===== src/rtl/qupls4_regread_arbiter_if.sv =====
// Request/read-port bundle between the reservation stations and the
// register-read arbiter. The arbiter is the slave side.
interface qupls4_regread_arbiter_if #(
    parameter int NREQ  = 16,
    parameter int NPORT = 8,
    parameter int PREGW = 9
);
    logic                   flush;
    logic [NREQ-1:0]        req_v;
    logic [NREQ*PREGW-1:0]  req_pRn;
    logic [NREQ-1:0]        req_grant;
    logic [NPORT*PREGW-1:0] rf_ra;
    logic [NPORT-1:0]       rf_rav;
    logic [NPORT*PREGW-1:0] prn;
    logic [NPORT-1:0]       prnv;

    modport master (
        output flush, req_v, req_pRn,
        input  req_grant, rf_ra, rf_rav, prn, prnv
    );

    modport slave (
        input  flush, req_v, req_pRn,
        output req_grant, rf_ra, rf_rav, prn, prnv
    );
endinterface


===== src/rtl/qupls4_regread_arbiter.sv =====
// Register-file read-port arbiter. Picks up to NPORT distinct registers per
// cycle from the missing-operand request slots, round-robin starting at
// rr_ptr, and delays the issued addresses RF_LAT cycles so they line up with
// the RF read data. Registers still in flight (current rf_ra plus the delay
// pipeline, i.e. the last RF_LAT+1 issues) are not read again.
module qupls4_regread_arbiter #(
    parameter int NREQ   = 16,
    parameter int NPORT  = 8,
    parameter int RF_LAT = 1,
    parameter int PREGW  = 9
) (
    input  logic clk,
    input  logic rst,
    qupls4_regread_arbiter_if.slave bus
);

    localparam int IDXW = $clog2(NREQ);
    localparam int CNTW = $clog2(NPORT + 1);

    logic [IDXW-1:0]  rr_ptr;
    logic [PREGW-1:0] rf_ra_q [NPORT];
    logic [NPORT-1:0] rf_rav_q;
    logic [NREQ-1:0]  req_grant_q;

    // Alignment pipeline; its valid entries together with rf_ra form the
    // in-flight table, so one set of registers serves both purposes.
    logic [PREGW-1:0] pipe_ra [RF_LAT][NPORT];
    logic [NPORT-1:0] pipe_v  [RF_LAT];

    logic [PREGW-1:0] slot_reg [NREQ];
    logic [NREQ-1:0]  inflight_hit;
    logic [NREQ-1:0]  eligible;

    logic [PREGW-1:0] ra_n [NPORT];
    logic [NPORT-1:0] rav_n;
    logic [NREQ-1:0]  grant_n;
    logic [IDXW-1:0]  rr_n;
    logic [IDXW-1:0]  slot;
    logic [CNTW-1:0]  used;
    logic             shared;

    for (genvar i = 0; i < NREQ; i++) begin : g_slot
        assign slot_reg[i] = bus.req_pRn[i*PREGW +: PREGW];
    end

    for (genvar p = 0; p < NPORT; p++) begin : g_port
        assign bus.rf_ra[p*PREGW +: PREGW] = rf_ra_q[p];
        assign bus.prn[p*PREGW +: PREGW]   = pipe_ra[RF_LAT-1][p];
    end

    assign bus.rf_rav    = rf_rav_q;
    assign bus.prnv      = pipe_v[RF_LAT-1];
    assign bus.req_grant = req_grant_q;

    // A slot is eligible when it requests a nonzero register not already in flight
    always_comb begin
        inflight_hit = '0;
        eligible     = '0;
        for (int i = 0; i < NREQ; i++) begin
            for (int p = 0; p < NPORT; p++) begin
                if (rf_rav_q[p] && rf_ra_q[p] == slot_reg[i])
                    inflight_hit[i] = 1'b1;
                for (int s = 0; s < RF_LAT; s++) begin
                    if (pipe_v[s][p] && pipe_ra[s][p] == slot_reg[i])
                        inflight_hit[i] = 1'b1;
                end
            end
            eligible[i] = bus.req_v[i] && (slot_reg[i] != '0) && !inflight_hit[i];
        end
    end

    // Round-robin scan: new registers take ascending ports, repeats share a port
    always_comb begin
        for (int p = 0; p < NPORT; p++) ra_n[p] = '0;
        rav_n   = '0;
        grant_n = '0;
        rr_n    = rr_ptr;
        used    = '0;
        slot    = '0;
        shared  = 1'b0;
        for (int k = 0; k < NREQ; k++) begin
            slot = rr_ptr + IDXW'(k);
            if (eligible[slot]) begin
                shared = 1'b0;
                for (int p = 0; p < NPORT; p++) begin
                    if (rav_n[p] && ra_n[p] == slot_reg[slot])
                        shared = 1'b1;
                end
                if (shared) begin
                    grant_n[slot] = 1'b1;
                end else if (used < CNTW'(NPORT)) begin
                    for (int p = 0; p < NPORT; p++) begin
                        if (CNTW'(p) == used) begin
                            ra_n[p]  = slot_reg[slot];
                            rav_n[p] = 1'b1;
                        end
                    end
                    used          = used + 1'b1;
                    grant_n[slot] = 1'b1;
                    rr_n          = slot + 1'b1;
                end
            end
        end
    end

    // Register the allocation, advance the pointer and shift the alignment pipeline
    always_ff @(posedge clk) begin
        if (rst) begin
            rr_ptr      <= '0;
            rf_rav_q    <= '0;
            req_grant_q <= '0;
            for (int p = 0; p < NPORT; p++) rf_ra_q[p] <= '0;
            for (int s = 0; s < RF_LAT; s++) begin
                pipe_v[s] <= '0;
                for (int p = 0; p < NPORT; p++) pipe_ra[s][p] <= '0;
            end
        end else if (bus.flush) begin
            // Pointer is kept so fairness survives a branch miss
            rf_rav_q    <= '0;
            req_grant_q <= '0;
            for (int p = 0; p < NPORT; p++) rf_ra_q[p] <= '0;
            for (int s = 0; s < RF_LAT; s++) pipe_v[s] <= '0;
        end else begin
            rr_ptr      <= rr_n;
            rf_ra_q     <= ra_n;
            rf_rav_q    <= rav_n;
            req_grant_q <= grant_n;
            pipe_ra[0]  <= rf_ra_q;
            pipe_v[0]   <= rf_rav_q;
            for (int s = 1; s < RF_LAT; s++) begin
                pipe_ra[s] <= pipe_ra[s-1];
                pipe_v[s]  <= pipe_v[s-1];
            end
        end
    end

endmodule

===== src/flat_wrapper.sv =====
// flat-port wrapper written by rule: the top's interface ports become plain ports
module qupls4_regread_arbiter_flat 
#(
    parameter int NREQ   = 16,
    parameter int NPORT  = 8,
    parameter int RF_LAT = 1,
    parameter int PREGW  = 9
)
  (clk, rst, bus_flush, bus_req_v, bus_req_pRn, bus_req_grant, bus_rf_ra, bus_rf_rav, bus_prn, bus_prnv);
  qupls4_regread_arbiter_if #(.NREQ(NREQ), .NPORT(NPORT), .PREGW(PREGW)) bus_i ();
  input  logic clk;
  input  logic rst;
  input wire logic [$bits(bus_i.flush)-1:0] bus_flush;
  input wire logic [$bits(bus_i.req_v)-1:0] bus_req_v;
  input wire logic [$bits(bus_i.req_pRn)-1:0] bus_req_pRn;
  output wire logic [$bits(bus_i.req_grant)-1:0] bus_req_grant;
  output wire logic [$bits(bus_i.rf_ra)-1:0] bus_rf_ra;
  output wire logic [$bits(bus_i.rf_rav)-1:0] bus_rf_rav;
  output wire logic [$bits(bus_i.prn)-1:0] bus_prn;
  output wire logic [$bits(bus_i.prnv)-1:0] bus_prnv;
  assign bus_i.flush = bus_flush;
  assign bus_i.req_v = bus_req_v;
  assign bus_i.req_pRn = bus_req_pRn;
  assign bus_req_grant = bus_i.req_grant;
  assign bus_rf_ra = bus_i.rf_ra;
  assign bus_rf_rav = bus_i.rf_rav;
  assign bus_prn = bus_i.prn;
  assign bus_prnv = bus_i.prnv;
  qupls4_regread_arbiter #(.NREQ(NREQ), .NPORT(NPORT), .RF_LAT(RF_LAT), .PREGW(PREGW)) u_core (.clk(clk), .rst(rst), .bus(bus_i));
endmodule

===== config.mk =====
export PLATFORM = sky130hd
export DESIGN_NAME = qupls4_regread_arbiter_flat
export DESIGN_NICKNAME = d
export VERILOG_FILES = /design/src/rtl/qupls4_regread_arbiter_if.sv /design/src/rtl/qupls4_regread_arbiter.sv /design/src/flat_wrapper.sv
export SDC_FILE = /design/constraint.sdc
export NUM_CORES = 2
export LEC_CHECK = 0
export BUFFER_PORTS_ARGS = -buffer_cell sky130_fd_sc_hd__buf_4
export CAP_MARGIN = 40
export CORE_UTILIZATION = 40
export DETAILED_ROUTE_END_ITERATION = 16
export PLACE_DENSITY = 0.53
export REMOVE_ABC_BUFFERS = 1
export SYNTH_ARGS = -nofsm -noshare
export SYNTH_HDL_FRONTEND = slang
export SYNTH_SLANG_ARGS = --single-unit

===== constraint.sdc =====
create_clock -name clk -period 27.4 [get_ports clk]
set_clock_uncertainty 0.15 [all_clocks]
set_input_delay 1.37 -clock clk [delete_from_list [all_inputs] [get_ports clk]]
set_output_delay 1.37 -clock clk [all_outputs]
set_load 0.02 [all_outputs]

==> reports/results.txt <==
clk slew on worst S/H paths: 0.09 ns
grt total ovfl: 0
dpl cell area: 91200 um^2
crit path DAT: 27.18 ns
first-pass GRT wire length: 741 mm
Post-synth EDFFs: 17
fin util: 0.473
Worst path max stage delay: 0.67 ns
Clock Tree Buf Depth: 2
maximum number of pins on one net before global-route repair: 89
CP required: 27.71 ns
Mapped Cells: 10877
Yosys reg bits: 180
status: complete, no violations
via/cell ratio: 6.91
drt pass-1 iters: 10
Area Overhead vs Synth: 17.6%
top-area cell type share of the netlist area: 0.205
nets@finish: 11823
Fin. Hold Viols: 0
DRT antenna net count: 0
H-tree levels: 4
sequential element share of the synthesized area: 0.0481
Slew @ Worst Pin: 1.05 ns
crit-path most repeated cell: buf_4
top post-synthesis cells by area: xor2_1, xnor2_1, mux2i_1
CP startpoint kind: input pin
layout cell share with drive strength beyond 1: 0.210
max cap viols: 0
fmax: 37.2 MHz
CTS sink count: 180
final setup vio count: 0
post-route clock period utilization: 0.981
Bufs and invs on worst path: 19
Worst Reg2Reg Path Length in Cells: 97
final instance area: 92200 um^2
class of the most critical setup path: in -> reg
vias: 98454
asr flop ratio synth: 0
Total Wirelength: 544 mm
clock root buffer: clkbuf_16
crit path time final: 26.88 ns
gpl congestion: 1.12
initial cell density of the core: 0.402
clk_lat worst skew: 0.57 ns
Netlist Area Pre-Place: 78400 um^2
fin. max-slew vios: 0
FILL cells: 19833
crit path max fanout: 29
top-level I/O count: 339
# DRC: 0
Num CTS Buffers: 17
crit path capture type: register
Avg WL per Cell: 38.2 um
die area: 198000 um^2
Initial DRC Count: 15637
slowest CP cell: or4_1
GRT Total Usage: 0.524
Hold Crit Class: reg -> reg
Avg Synthesized Cell Area: 7.21 um^2
relative slew slack: 0.299
IO buf count: 338
Yosys top cell by area: xor2_1
Post-synth top flop: dfxtp_1
antenna violations before repair: 23
CTS tree: yes
Hold Crit Depth: 2
YS warnings: 0
Worst path top cell family by delay: simple AND/OR/NAND/NOR gates
hpwl dp: 409 mm
Critical Path Stages: 97
number of global-route vias before repair: 91632
cts hold-fix bufs: 0
Die X-Extent: 445 um
Core Region: 195000 um^2
Cell variety after synth: 140
Die Ht: 445 um
Rows: 162
[cell usage after synthesis (267+ instances only)]
cell	n
mux2i_1	526
nor4_1	567
a21oi_1	494
xnor2_1	1171
o21ai_0	311
buf_2	489
nand3_1	267
nand2_1	892
clkbuf_1	405
xor2_1	1834
nor2_1	740
nand4_1	429
[repair_timing]
item,4_1_cts,5_1_grt
endpoints found under the setup margin,0,100
resized for setup,0,45
setup buffers,0,5
[worst paths after layout]
kind,from,to,slack (ns)
max,bus_req_pRn[143],u_core.bus.rf_ra[26],0.52
min,u_core.pipe_ra[0][33],u_core.pipe_ra[0][33],0.40
max reg2reg,u_core.pipe_ra[0][39],u_core.bus.rf_ra[26],0.57
min reg2reg,u_core.pipe_ra[0][33],u_core.pipe_ra[0][33],0.40
[through the flow]
step | setup slack [ns] | hold slack (ns) | setup TNS, ns | cells
3_3_place_gp | 0.145 | 0.490 | 0 | 14101
2_1_floorplan | -10.94 | 0.714 | -1082.17 | 9692
6_report | 0.525 | 0.405 | 0 | 14241
5_1_grt | -0.0149 | 0.472 | -0.0149 | 14234
4_1_cts | 0.490 | 0.408 | 0 | 14214
3_5_place_dp | 0.00118 | 0.391 | 0 | 14182
[cell type report]
cell class | instances | area [um^2] | share of cell area
repair buffers | 1885 | 15200 | 0.165
clock inverters | 13 | 134 | 0.00145
multi-input cells | 9388 | 68800 | 0.747
well taps | 2624 | 3280 | 0.0356
inverters | 124 | 465 | 0.00505
diodes | 8 | 20.0 | 0.000217
flip-flops and latches | 180 | 3780 | 0.0410
clock buffers | 19 | 454 | 0.00493
[logic make-up (layout without fill, tap and decap cells)]
logic type | after synthesis | in the layout | synth area share
adder cells (fa/ha/maj) | 64 | 64 | 0.0102
XOR/XNOR | 3007 | 3007 | 0.336
AND/OR/NAND/NOR | 3758 | 3758 | 0.247
flip-flops | 180 | 180 | 0.0481
other | 2 | 19 | 0.0000958
buffers and inverters | 1318 | 2041 | 0.0809
multiplexers | 802 | 802 | 0.130
AO/OA/AOI/OAI | 1746 | 1746 | 0.148
[placed cells by master (no fill, tap or decap), drive strengths merged, types with 64 or more instances in the layout]
master  instances
ha             64
o21a           76
buf          1884
and3           85
nor4          575
a31oi          75
nand4         442
xor2         1834
nand3         275
xnor2        1173
mux2i         529
a21oi         495
o21ai         419
dfxtp         163
nor3          262
mux2          115
mux4          158
nor2          741
or3            76
and2          150
nand2         898
inv           122
[state kept, by name (all words and copies together), names as in the netlist]
signal and count:
u_core.bus.rf_rav 8, u_core.pipe_v 8, u_core.bus.rf_ra 72, u_core.pipe_ra 72
u_core.bus.req_grant 16, u_core.rr_ptr 4
[worst min-delay path: stages, from the launching register on]
cell and delay, ns:
dfxtp_1 0.34, mux2i_1 0.13, nor2_1 0.05
[per-layer routing]
metal | GRT usage | share of wire
met3 | 0.174 | 0.13
met4 | 0.431 | 0.10
met2 | 0.756 | 0.40
met1 | 0.629 | 0.36
met5 | 0.0154 | 0.0012
Power is not shown: default switching activity piles up to over one toggle a cycle in this logic, so the estimate is an artifact.
